### config.mk
export PLATFORM = sky130hd
export DESIGN_NAME = approx_adder_share_ctrl
export DESIGN_NICKNAME = d
export VERILOG_FILES = /design/src/rtl/approx_adder_share_ctrl.sv
export SDC_FILE = /design/constraint.sdc
export NUM_CORES = 1
export LEC_CHECK = 0
export BUFFER_PORTS_ARGS = -buffer_cell sky130_fd_sc_hd__buf_2
export CAP_MARGIN = 20
export CORE_MARGIN = 2
export CORE_UTILIZATION = 26
export DETAILED_ROUTE_END_ITERATION = 8
export SLEW_MARGIN = 20
export SYNTH_ARGS = -nofsm -noshare
export SYNTH_HDL_FRONTEND = slang
export SYNTH_SLANG_ARGS = --single-unit
### constraint.sdc
create_clock -name clk -period 2.3 [get_ports clk]
set_input_delay 0.23 -clock clk [delete_from_list [all_inputs] [get_ports clk]]
set_output_delay 0.23 -clock clk [all_outputs]
set_load 0.02 [all_outputs]
### src/rtl/approx_adder_share_ctrl.sv
// approx_adder_share_ctrl: round-robin front end that time-shares one external
// approximate 4+4->5 adder between two requesters, one result every 3 cycles.
// Optional error monitor compiled in when APPROX_ERR_MON_EN is defined; without
// it err_viol and err_cnt are tied to zero and timing is identical.

module approx_adder_share_ctrl #(
  parameter int ET    = 14,
  parameter int CNT_W = 8
) (
  input  logic             clk,
  input  logic             rst,
  input  logic             req0_valid,
  input  logic [3:0]       req0_a,
  input  logic [3:0]       req0_b,
  input  logic             req1_valid,
  input  logic [3:0]       req1_a,
  input  logic [3:0]       req1_b,
  output logic             req0_ready,
  output logic             req1_ready,
  output logic [3:0]       add_a,
  output logic [3:0]       add_b,
  input  logic [4:0]       add_sum,
  output logic             rsp_valid,
  input  logic             rsp_ready,
  output logic             rsp_id,
  output logic [4:0]       rsp_sum,
  output logic             err_viol,
  output logic [CNT_W-1:0] err_cnt
);

  typedef enum logic [1:0] {
    IDLE  = 2'd0,
    ISSUE = 2'd1,
    RESP  = 2'd2
  } state_t;

  state_t     state;
  state_t     state_nxt;

  logic       last_served;
  logic       grant_any;
  logic       grant_id;
  logic [3:0] op_a;
  logic [3:0] op_b;
  logic       op_id;
  logic       rsp_hs;

  assign rsp_hs = (state == RESP) && rsp_ready;

  // Round-robin pick: on a tie the requester not served last wins.
  always_comb begin
    grant_any = req0_valid | req1_valid;
    grant_id  = 1'b0;
    if (req0_valid && req1_valid) begin
      grant_id = ~last_served;
    end else if (req1_valid) begin
      grant_id = 1'b1;
    end
  end

  // Next-state and per-state outputs; ready is suppressed while in reset.
  always_comb begin
    state_nxt  = state;
    req0_ready = 1'b0;
    req1_ready = 1'b0;
    add_a      = 4'd0;
    add_b      = 4'd0;
    rsp_valid  = 1'b0;
    case (state)
      IDLE: begin
        if (grant_any && !rst) begin
          req0_ready = ~grant_id;
          req1_ready = grant_id;
          state_nxt  = ISSUE;
        end
      end
      ISSUE: begin
        add_a     = op_a;
        add_b     = op_b;
        state_nxt = RESP;
      end
      RESP: begin
        rsp_valid = 1'b1;
        if (rsp_ready) begin
          state_nxt = IDLE;
        end
      end
      default: begin
        state_nxt = IDLE;
      end
    endcase
  end

  // State register.
  always_ff @(posedge clk) begin
    if (rst) begin
      state <= IDLE;
    end else begin
      state <= state_nxt;
    end
  end

  // Operand capture on grant, result capture in ISSUE, pointer update on handshake.
  always_ff @(posedge clk) begin
    if (rst) begin
      op_a        <= 4'd0;
      op_b        <= 4'd0;
      op_id       <= 1'b0;
      rsp_sum     <= 5'd0;
      rsp_id      <= 1'b0;
      last_served <= 1'b1;
    end else begin
      if (state == IDLE && grant_any) begin
        op_a  <= grant_id ? req1_a : req0_a;
        op_b  <= grant_id ? req1_b : req0_b;
        op_id <= grant_id;
      end
      if (state == ISSUE) begin
        rsp_sum <= add_sum;
        rsp_id  <= op_id;
      end
      if (rsp_hs) begin
        last_served <= rsp_id;
      end
    end
  end

`ifdef APPROX_ERR_MON_EN
  localparam logic [31:0] ET_LIM = 32'(ET);

  logic [4:0]        exact_sum;
  logic signed [5:0] err_diff;
  logic [5:0]        err_abs;
  logic              viol_now;

  // Exact reference sum and absolute error of the shared adder's answer.
  always_comb begin
    exact_sum = 5'(op_a) + 5'(op_b);
    err_diff  = $signed({1'b0, exact_sum}) - $signed({1'b0, add_sum});
    err_abs   = err_diff[5] ? $unsigned(-err_diff) : $unsigned(err_diff);
    viol_now  = (32'(err_abs) > ET_LIM);
  end

  // Violation flag travels with rsp_sum; counter saturates at all ones.
  always_ff @(posedge clk) begin
    if (rst) begin
      err_viol <= 1'b0;
      err_cnt  <= '0;
    end else begin
      if (state == ISSUE) begin
        err_viol <= viol_now;
      end
      if (rsp_hs && err_viol && (err_cnt != {CNT_W{1'b1}})) begin
        err_cnt <= err_cnt + CNT_W'(1);
      end
    end
  end
`else
  // Threshold only matters to the monitor; keep it referenced in this build.
  localparam int unused_et = ET;

  assign err_viol = 1'b0;
  assign err_cnt  = '0;
`endif

endmodule
# Word level (Yosys, flattened, before mapping)
# Cells that the tools add are included.
[classes]
eq_ne = 4
mux = 14
n_bitwise = 3
reduce_logical = 7
[op_table]
columns = ["op", "n"]
rows = [
  ["$mux 4", 4],
  ["$mux 1", 7],
  ["$pmux 2 s3", 1],
  ["$logic_and 1x1->1", 4],
  ["$mux 2", 2],
  ["$ne 2x2->1 const B", 2],
  ["$eq 2x1->1 const B", 1],
  ["$eq 2x2->1 const B", 1],
  ["$logic_not 2->1", 1],
  ["$not 1->1", 2],
  ["$reduce_and 2->1", 1],
  ["$logic_not 1->1", 1],
  ["$or 1x1->1", 1],
]
[word_totals]
regBits = 18
input_bits = 26

# Longest topological paths before layout
# Gate-level depths: netlist of run 1.
[depth]
depth_word = 5
mapped_depth = 5
mapped_depth_nobuf = 3

# Worst setup path before layout of run 1
# Ideal clock, no wire load.
[synth_path]
path_kind = "register -> output"
startpoint = "register state[1]"
endpoint = "output port req0_ready"
arrival_time_ps = 1395
slack_ps = 675
path_stages_with_launch = 5
n_path_buf = 2
path_cell_list = "dfxtp_1 buf_6 or3b_1 buf_4 nor3_1"
[synth_via]
elab_chain_cells = 2
[synth_lines]
columns = ["element", "line", "source"]
rows = [
  ["start: declaration", "37", "state_t state;"],
  ["start signal: assignment", "99", "state <= state_nxt;"],
  ["$logic_not 2->1", "69", "case (state)"],
  ["$mux 1", "69", ""],
  ["end: declaration", "18", "output logic req0_ready,"],
]
# No other way between the ends.

# Worst setup path in the final report of run 1
[layout_path]
startpoint = "register state[0]"
endpoint = "output port add_a[0]"
[layout_via]
elab_chain_cells = 2
[layout_lines]
columns = ["element", "line", "source"]
rows = [
  ["$eq 2x1->1", "69", ""],
  ["$mux 4", "69", ""],
  ["end: declaration", "20", "output logic [3:0] add_a,"],
]
# No other way between the ends.

==> results of run 1 <==
==> placed cells by master (no fill, tap or decap) <==
cell and count:
nor3_1 1, or2_1 1, a31oi_1 2, nor4_1 1, o31ai_1 2, a221o_1 6, nor2b_1 3, nand2_1 13
nor4b_2 6, clkbuf_8 1, a311o_1 1, and2_1 8, clkbuf_4 3, nand3_1 2, nand2b_1 3, and4b_1 1
or3b_1 1, a21o_1 1, dfxtp_1 18, buf_2 42, conb_1 9, a21boi_1 1, nand4_1 2, nor3b_1 1
a21oi_1 8, nor2_1 2, buf_4 1
==> layer usage <==
layer / track usage (%) / wire, µm / up-vias
met4: 4.08 / 12 / 0
met5: 0 / 0 / -
met3: 2.64 / 172 / 2
li1: - / - / 424
met2: 18.2 / 976 / 31
met1: 12.0 / 924 / 394
==> layout make-up <==
cell class / instances / area (µm²)
tap: 46 / 57.6
timing repair buffer: 43 / 218
multi-input combinational: 75 / 487
sequential: 18 / 360
clock buffer: 4 / 36.3
fill: 378 / 2230
==> report_power, final <==
part / leakage (nW) / switching, mW / internal (mW) / total, mW
Clock: 0.0210 / 0.0960 / 0.0963 / 0.192
Sequential: 0.148 / 0.0168 / 0.337 / 0.354
Combinational: 0.368 / 0.0920 / 0.0607 / 0.153
==> worst max-delay path: cells and delay by family (launching register included) <==
kind	cells	cell delay, ns
DFF	1	0.48
buffers and inverters	1	0.16
and+or+nand+nor	2	0.68
==> cells by family after synthesis <==
logic type | Yosys count | synth area share (%)
buf+inv | 17 | 12.0
compound gates | 21 | 16.4
other cells | 1 | 0.404
flops | 18 | 38.8
simple gates | 45 | 32.3
==> state kept, by name (all words and copies together) (netlist names) <==
signal       flops
rsp_sum          5
op_a             4
op_b             4
state            2
last_served      1
op_id            1
rsp_id           1
==> final timing paths <==
path / cells past startpoint / slack, ns / to
hold / removal: 2 / 0.16 / op_b[1]
setup reg to reg: 4 / 0.85 / rsp_sum[3]
hold reg to reg: 2 / 0.46 / rsp_sum[2]
setup / recovery: 3 / 0.46 / add_a[0]
==> metrics.cfg, run 1 <==
[synth]
async_flop_share_pct=0
synthTopCellsByCount=dfxtp_1, nand2_1, buf_4, a21oi_1, and2_1
synth_area_leaders=dfxtp_1, nor4b_2, buf_4
synth-main-ff-cell=dfxtp_1
ys_types=27
synth_area_um2=928
synth_edf_count=0
ys_warn_count=0
yosysSeqAreaShare_pct=38.8
avgSynthCellArea_um2=9.10
synth.top_cell.area_share_pct=38.8
yosysMostFrequentCell=dfxtp_1
synth.largest_area_cell=dfxtp_1
synth_cells=102
synth_seq_cells=18

[drt]
finalWirelength_mm=2.09
drt_iter0_drc=44
via_per_inst=4.58
drt.antenna.violating_nets=0
dr.pass1.iters=4
vias=851
avgRoutedWirePerCell_um=11.2
drc=0

[clocking]
clkSinkCount=18
hold_buffers=0
clk_pin_slew_ns=0.11
htreeDepth=1
post_cts_resized=0
clk_path_buf_depth=2
cts_setup_buffers=0
clockRootBuffer=clkbuf_4
cts_tree=built
numCtsBuffers=3
clk_latency_ns=0.29

[worst_setup_path]
crit_path_end_kind=output port
cp_max_fo=9
crit_start=state[0]
slowest_stage=dfxtp_1
cp-start-kind=flop
r2r_start=state[0]
cp_cell_sequence=nor2b_1, and2_1, buf_2
arrival_ns=1.61
critPathMaxStageDelay_ns=0.48
crit_required_ns=2.07
critPathKind=reg2out

[finish]
postLayoutCoreUtil_pct=34.2
num_antenna_cells=0
drive_gt1_share_pct=37.9
fin_area_mm2=0.00116
final_cells=186
final_nets=167
syn_to_final_growth_pct=24.8

[placement]
place_congestion=0.671
dp_hpwl_mm=1.65
place_ws_ns=0.757
portBuffers=42
place_inst=182
place_area_mm2=0.00112

[timing]
fin_tns_setup_ns=0
tightestPinTransition_ns=0.690
setup_ws_ns=0.459
slew_headroom_pct=53.9
timing.fmax_ghz=0.543
finalSetupViolCount=0
fin_hold_ws_ns=0.165
finalHoldViolCount=0
fin_skew_ns=0.00846
min_period_ns=1.84
rsz0062_at_grt=false
finalCritPeriodShare_pct=80.1
drv_slew=0

[grt]
grt_overflow_total=0
grt_pass1_vias=797
antenna_found_initial=0
grt_start_max_net_pins=21
grt_first_pass_wirelength_mm=3.37
grtUsageTotal_pct=10.3

[die]
initial_core_util_pct=27.4
die_h_um=63.8
rows=21
io_pins=52
die_x_um=63.8
core_area_mm2=0.00339
die_area_mm2=0.00406

[power_and_ir_drop]
ir_drop_mv=0.153
power_density_mw_per_mm2=603
total_power_mw=0.699
power.leakage_nw=0.537

[run_status]
status=finished, final reports clean

[min_path]
hold_class=in2reg
hold_start=req1_b[1]

[run]
drv_cap=0

Power figures use the tool's default switching activity.
==> run 2: changes to the inputs <==
==> constraint.sdc (replaced) <==
create_clock -name clk -period 1.6 [get_ports clk]
set_input_delay 0.16 -clock clk [delete_from_list [all_inputs] [get_ports clk]]
set_output_delay 0.16 -clock clk [all_outputs]
set_load 0.02 [all_outputs]
==> metrics.cfg, run 2 (synthesis gave the netlist of run 1 again) <==
[finish]
regMostFlops=rsp_sum
seq_area_um2=365  ; +1.4%
multi_input_area_um2=503  ; +3.3%
fin_area_mm2=0.00122  ; +5.3%
top_regs=rsp_sum (5), op_a (4), op_b (4)
final_nets=172  ; +3.0%
nFillCells=357  ; -5.6%
final_common_cell=buf_2
syn_to_final_growth_pct=31.4
postLayoutCoreUtil_pct=36.0  ; +1.8 points
final_cells=191  ; +2.7%
mostFrequentLayoutCells=buf_2, dfxtp_1, nand2_1
largest_register_ffs=5  ; unchanged
num_antenna_cells=0  ; unchanged
drive_gt1_share_pct=44.1  ; +6.3 points

[timing]
fin_tns_setup_ns=0  ; unchanged
finalSetupViolCount=0  ; unchanged
drv_slew=0  ; unchanged
fin_hold_ws_ns=0.0785  ; -0.0864 ns
min_period_ns=1.54
finalCritPeriodShare_pct=96.1
fin_skew_ns=0.00401  ; -0.00445 ns
timing.fmax_ghz=0.650
finalHoldViolCount=0  ; unchanged

[die]
die_x_um=63.8  ; unchanged
die_area_mm2=0.00406  ; unchanged
io_pins=52  ; unchanged
rows=21  ; unchanged
core_area_mm2=0.00339  ; unchanged
initial_core_util_pct=27.4  ; unchanged
die_h_um=63.8  ; unchanged

[worst_setup_path]
worst-path-buf-inv=1  ; unchanged
r2r_start=state[1]
cp_cell_sequence=or3b_4, nor3_2, buf_4
crit_start=state[0]
cp-start-kind=flop
path_delay_family=simple AND/OR/NAND/NOR gates
crit_path_end_kind=output port
critPathKind=reg2out
arrival_ns=1.38  ; -0.23 ns
critPathMaxStageDelay_ns=0.42  ; -0.06 ns
slowest_stage=or3b_4
cp_max_fo=9  ; unchanged
crit_required_ns=1.44  ; -0.63 ns

[placement]
portBuffers=42  ; unchanged
place_area_mm2=0.00114  ; +2.0%
place_congestion=0.713  ; +6.3%
place_inst=185  ; +1.6%
dp_hpwl_mm=1.75  ; +5.8%

[run_status]
status=finished, final reports clean

[power_and_ir_drop]
switching_share_pct=30.1  ; +0.79 points
p_sw_mw=0.313  ; +53%
power_density_mw_per_mm2=853  ; +41%
power.leakage_nw=0.567  ; +5.7%
ir_drop_mv=0.178  ; +16%
intPower_mw=0.728  ; +47%
clkPwrFrac_pct=27.5  ; about the same
pwr-share-comb_pct=23.3  ; +1.4 points
power_frac_seq_pct=49.2  ; -1.4 points

[drt]
drc=0  ; unchanged
finalWirelength_mm=2.36  ; +13%
drt_iter0_drc=94  ; +110%
avgRoutedWirePerCell_um=12.4  ; +10%
drt.antenna.violating_nets=0  ; unchanged
vias=875  ; +2.8%
dr.pass1.iters=4  ; unchanged
via_per_inst=4.58  ; +0.13%

[min_path]
hold_start=req1_b[2]
hold_class=in2reg

[clocking]
clockRootBuffer=clkbuf_4
clk_pin_slew_ns=0.11  ; about the same
numCtsBuffers=3  ; unchanged
htreeDepth=1  ; unchanged
clkSinkCount=18  ; unchanged
cts_tree=built
clk_latency_ns=0.30  ; about the same
clk_path_buf_depth=2  ; unchanged
hold_buffers=0  ; unchanged

[run]
drv_cap=0  ; unchanged

[grt]
grt_first_pass_wirelength_mm=3.72  ; +10%
grt_start_max_net_pins=12  ; -43%
grt_overflow_total=0  ; unchanged
grt_pass1_vias=814  ; +2.1%
grtUsageTotal_pct=11.6  ; +1.3 points
antenna_found_initial=0  ; unchanged

-- run 2: path summary, 6_finish.rpt --
path	end	slack, ns	cells past startpoint
worst max register to register	op_b[3]	0.18	4
worst max-delay path	req0_ready	0.06	3
worst min-delay path	op_b[2]	0.08	2
worst min register to register	rsp_sum[4]	0.46	2
-- run 2: metal layers --
metal,wire length [µm],track usage [%]
met1,987,13.9
met2,1190,20.1
met3,168,3.87
met4,12,2.45
met5,0,0
-- run 2: worst register-to-register path, stage by stage, from the launching register on --
cell     delay [ns]
dfxtp_2        0.44
nor2_1         0.12
and4b_2        0.26
buf_4          0.17
a221o_1        0.35
-- run 2: timing repair --
action / in CTS / in global routing
gates resized for setup: 5 / 4
cloned: 0 / 0
setup buffers: 2 / 0
setup endpoints to repair: 10 / 9
pin swaps: 2 / 0
hold endpoints to repair: 0 / 0
-- run 2: final cells by class --
class / count / share of cell area (%)
Sequential cell: 18 / 29.9
Timing Repair Buffer: 48 / 21.1
Clock buffer: 4 / 2.97
Multi-Input combinational cell: 75 / 41.2
Tap cell: 46 / 4.72
-- run 2: power groups by stage --
| stage | combinational, mW | clock, mW | sequential, mW |
|---|---|---|---|
| floorplan | 0.168 | 0 | 0.518 |
| global placement | 0.222 | 0 | 0.517 |
| detailed placement | 0.229 | 0 | 0.519 |
| CTS | 0.239 | 0.298 | 0.511 |
| global route | 0.265 | 0.327 | 0.518 |
| finish | 0.243 | 0.286 | 0.512 |
-- run 2: through the flow --
stage	total power [mW]	worst slack (ns)
2_1_floorplan	0.686	0.0452
3_3_place_gp	0.739	0.154
3_5_place_dp	0.748	0.138
4_1_cts	1.05	0.0281
5_1_grt	1.11	-0.0298
6_report	1.04	0.0620
==> run 3: changes to the inputs <==
--- a/config.mk
+++ b/config.mk
@@ -5,6 +5,7 @@
 export SDC_FILE = /design/constraint.sdc
 export NUM_CORES = 1
 export LEC_CHECK = 0
+export ABC_AREA = 1
 export BUFFER_PORTS_ARGS = -buffer_cell sky130_fd_sc_hd__buf_2
 export CAP_MARGIN = 20
 export CORE_MARGIN = 2
==> metrics.cfg, run 3 <==
[grt]
grtUsageTotal_pct=11.2  ; -0.38 points
grt_overflow_total=0  ; unchanged
grt_pass1_vias=861  ; +5.8%
grt_first_pass_wirelength_mm=3.73  ; +0.35%
grt_start_max_net_pins=20  ; +8
antenna_found_initial=0  ; unchanged

[drt]
dr.pass1.iters=4  ; unchanged
finalWirelength_mm=2.24  ; -5.0%
avgRoutedWirePerCell_um=9.93  ; -20%
drt.antenna.violating_nets=0  ; unchanged
vias=949  ; +8.5%
drt_iter0_drc=50  ; -47%
via_per_inst=4.20  ; -8.3%
drc=0  ; unchanged

[clocking]
clk_path_buf_depth=2  ; unchanged
cts_tree=built
clk_latency_ns=0.25  ; -0.05 ns
clockRootBuffer=clkbuf_8
clkSinkCount=18  ; unchanged
clk_pin_slew_ns=0.07  ; -0.04 ns
htreeDepth=1  ; unchanged
numCtsBuffers=3  ; unchanged

[synth]
synth.top_cell.area_share_pct=37.3  ; -1.5 points
synth.largest_area_cell=dfxtp_1
avgSynthCellArea_um2=7.10  ; -22%
async_flop_share_pct=0  ; unchanged
yosysMostFrequentCell=nor2_1
synth-main-ff-cell=dfxtp_1
synth_area_um2=966  ; +4.0%
ys_types=18  ; -33%
synth_area_leaders=dfxtp_1, nor2_1, nand3_1
yosysSeqAreaShare_pct=37.3  ; -1.5 points
synthTopCellsByCount=nor2_1, nand2_1, dfxtp_1, nand3_1, inv_1
synth_seq_cells=18  ; unchanged
ys_warn_count=0  ; unchanged
synth_edf_count=0  ; unchanged
synth_cells=136  ; +33%

[die]
rows=22  ; +4.8%
die_area_mm2=0.00422  ; +3.8%
die_x_um=65.0  ; +1.9%
initial_core_util_pct=26.8  ; -0.60 points
io_pins=52  ; unchanged
die_h_um=65.0  ; +1.9%
core_area_mm2=0.00361  ; +6.4%

[power_and_ir_drop]
power_density_mw_per_mm2=958  ; +12%
power.leakage_nw=0.642  ; +13%
ir_drop_mv=0.669  ; +280%
total_power_mw=1.19  ; +14%

[timing]
rsz0062_at_grt=false
min_period_ns=1.48  ; -0.0604 ns
fin_tns_setup_ns=0  ; unchanged
setup_ws_ns=0.122  ; +0.0604 ns
finalCritPeriodShare_pct=92.4  ; -3.8 points
finalSetupViolCount=0  ; unchanged
drv_slew=0  ; unchanged
fin_skew_ns=0.00159  ; -0.00242 ns
finalHoldViolCount=0  ; unchanged
fin_hold_ws_ns=0.124  ; +0.0458 ns
timing.fmax_ghz=0.677  ; +4.1%

[worst_setup_path]
rr_worst_depth=5  ; +1
path_delay_family=simple AND/OR/NAND/NOR gates
regToRegEndpoint=op_a[1]
crit_path_end_kind=output port
r2r_start=state[1]
cp_cell_sequence=nand2_1, nand2_4, nor2_4, inv_2, nor2_1, buf_2
cp_max_fo=8  ; -1
cp-start-kind=flop
rrSetupSlack_ns=0.54  ; +0.36 ns
worst-path-buf-inv=2  ; +1
critPathMaxStageDelay_ns=0.32  ; -0.10 ns
arrival_ns=1.32  ; -0.06 ns
critPathKind=reg2out
slowest_stage=dfxtp_1
crit_required_ns=1.44  ; about the same

[finish]
top_regs=rsp_sum (5), op_a (4), op_b (4)
largest_register_ffs=5  ; unchanged
regMostFlops=rsp_sum
fin_area_mm2=0.00124  ; +1.7%
syn_to_final_growth_pct=28.5
num_antenna_cells=0  ; unchanged
drive_gt1_share_pct=36.0  ; -8.2 points
final_cells=226  ; +18%
mostFrequentLayoutCells=buf_2, nor2_1, nand2_1
final_nets=205  ; +19%
final_common_cell=buf_2
postLayoutCoreUtil_pct=34.4  ; -1.6 points

[run]
drv_cap=0  ; unchanged

[min_path]
min_to=rsp_sum[0]
min_path_cells=3  ; +1
hold_start=add_sum[0]
hold_class=in2reg

[placement]
place_area_mm2=0.00116  ; +1.6%
dp_hpwl_mm=1.70  ; -2.9%
portBuffers=42  ; unchanged
place_congestion=0.722  ; +1.2%
place_inst=221  ; +19%
place_ws_ns=0.324  ; +0.186 ns

[run_status]
status=finished, final reports clean

-- run 3: cell count changes after synthesis, sizes merged, moves of 3 or more --
cell    change
and2        -8
a221o       -6
clkbuf      -4
nand2b      -3
nor2b       -3
nand2      +12
nor2       +27
o21ai       +7
nor4b       -6
nand3      +16
inv        +16
a21oi       -4
-- run 3: cells by family (layout without fill, tap and decap cells) --
kind of cell / count (synthesis) / count (layout) / share of synthesized area (%)
compound gates: 11 / 11 / 7.64
buf+inv: 29 / 63 / 16.8
flops: 18 / 18 / 37.3
other cells: 1 / 9 / 0.388
simple gates: 77 / 77 / 37.8
-- run 3: timing repair --
item | CTS | global route
hold buffers | 0 | 0
setup endpoints to repair | 0 | 9
gates resized for setup | 0 | 4
buffers inserted | 0 | 1
endpoints found under the hold margin | 0 | 0
-- run 3: report_power, final --
group / switching (mW) / total (mW) / internal (mW)
registers: 0.0264 / 0.519 / 0.492
logic: 0.193 / 0.293 / 0.0997
clock network: 0.159 / 0.377 / 0.219
-- run 3: area by class of cell --
cell class / count / area, µm²
Fill cell: 410 / 2360
Multi-Input combinational cell: 97 / 485
Sequential cell: 18 / 360
Timing Repair Buffer: 43 / 218
Inverter: 16 / 62.6
Tap cell: 48 / 60.1
Clock buffer: 4 / 55.1
-- run 3: per-layer routing --
layer  GRT usage [%]  wire length (µm)  share of wire [%]  vias up
met5               0                 0                  0        -
met4           0.798                 0                  0        0
met3            4.17               200                8.9        0
met2            20.1              1040                 47       41
met1            13.2               999                 45      413
li1                -                 -                  -      495
-- run 3: worst reg2reg max path: cells and delay by family, from the launching register on --
family,cells,cell delay (ns)
flip-flops,1,0.43
AND/OR/NAND/NOR,2,0.19
AO/OA/AOI/OAI,2,0.23
buffers and inverters,1,0.11
-- run 3: worst max path at each step --
stage | start | end | cells past startpoint
after floorplan | state[0] | add_a[0] | 5
after global placement | state[0] | add_a[2] | 5
after detailed placement | state[0] | add_a[1] | 5
after CTS | state[0] | add_a[1] | 5
after global routing | last_served | req0_ready | 5
final | last_served | req1_ready | 6
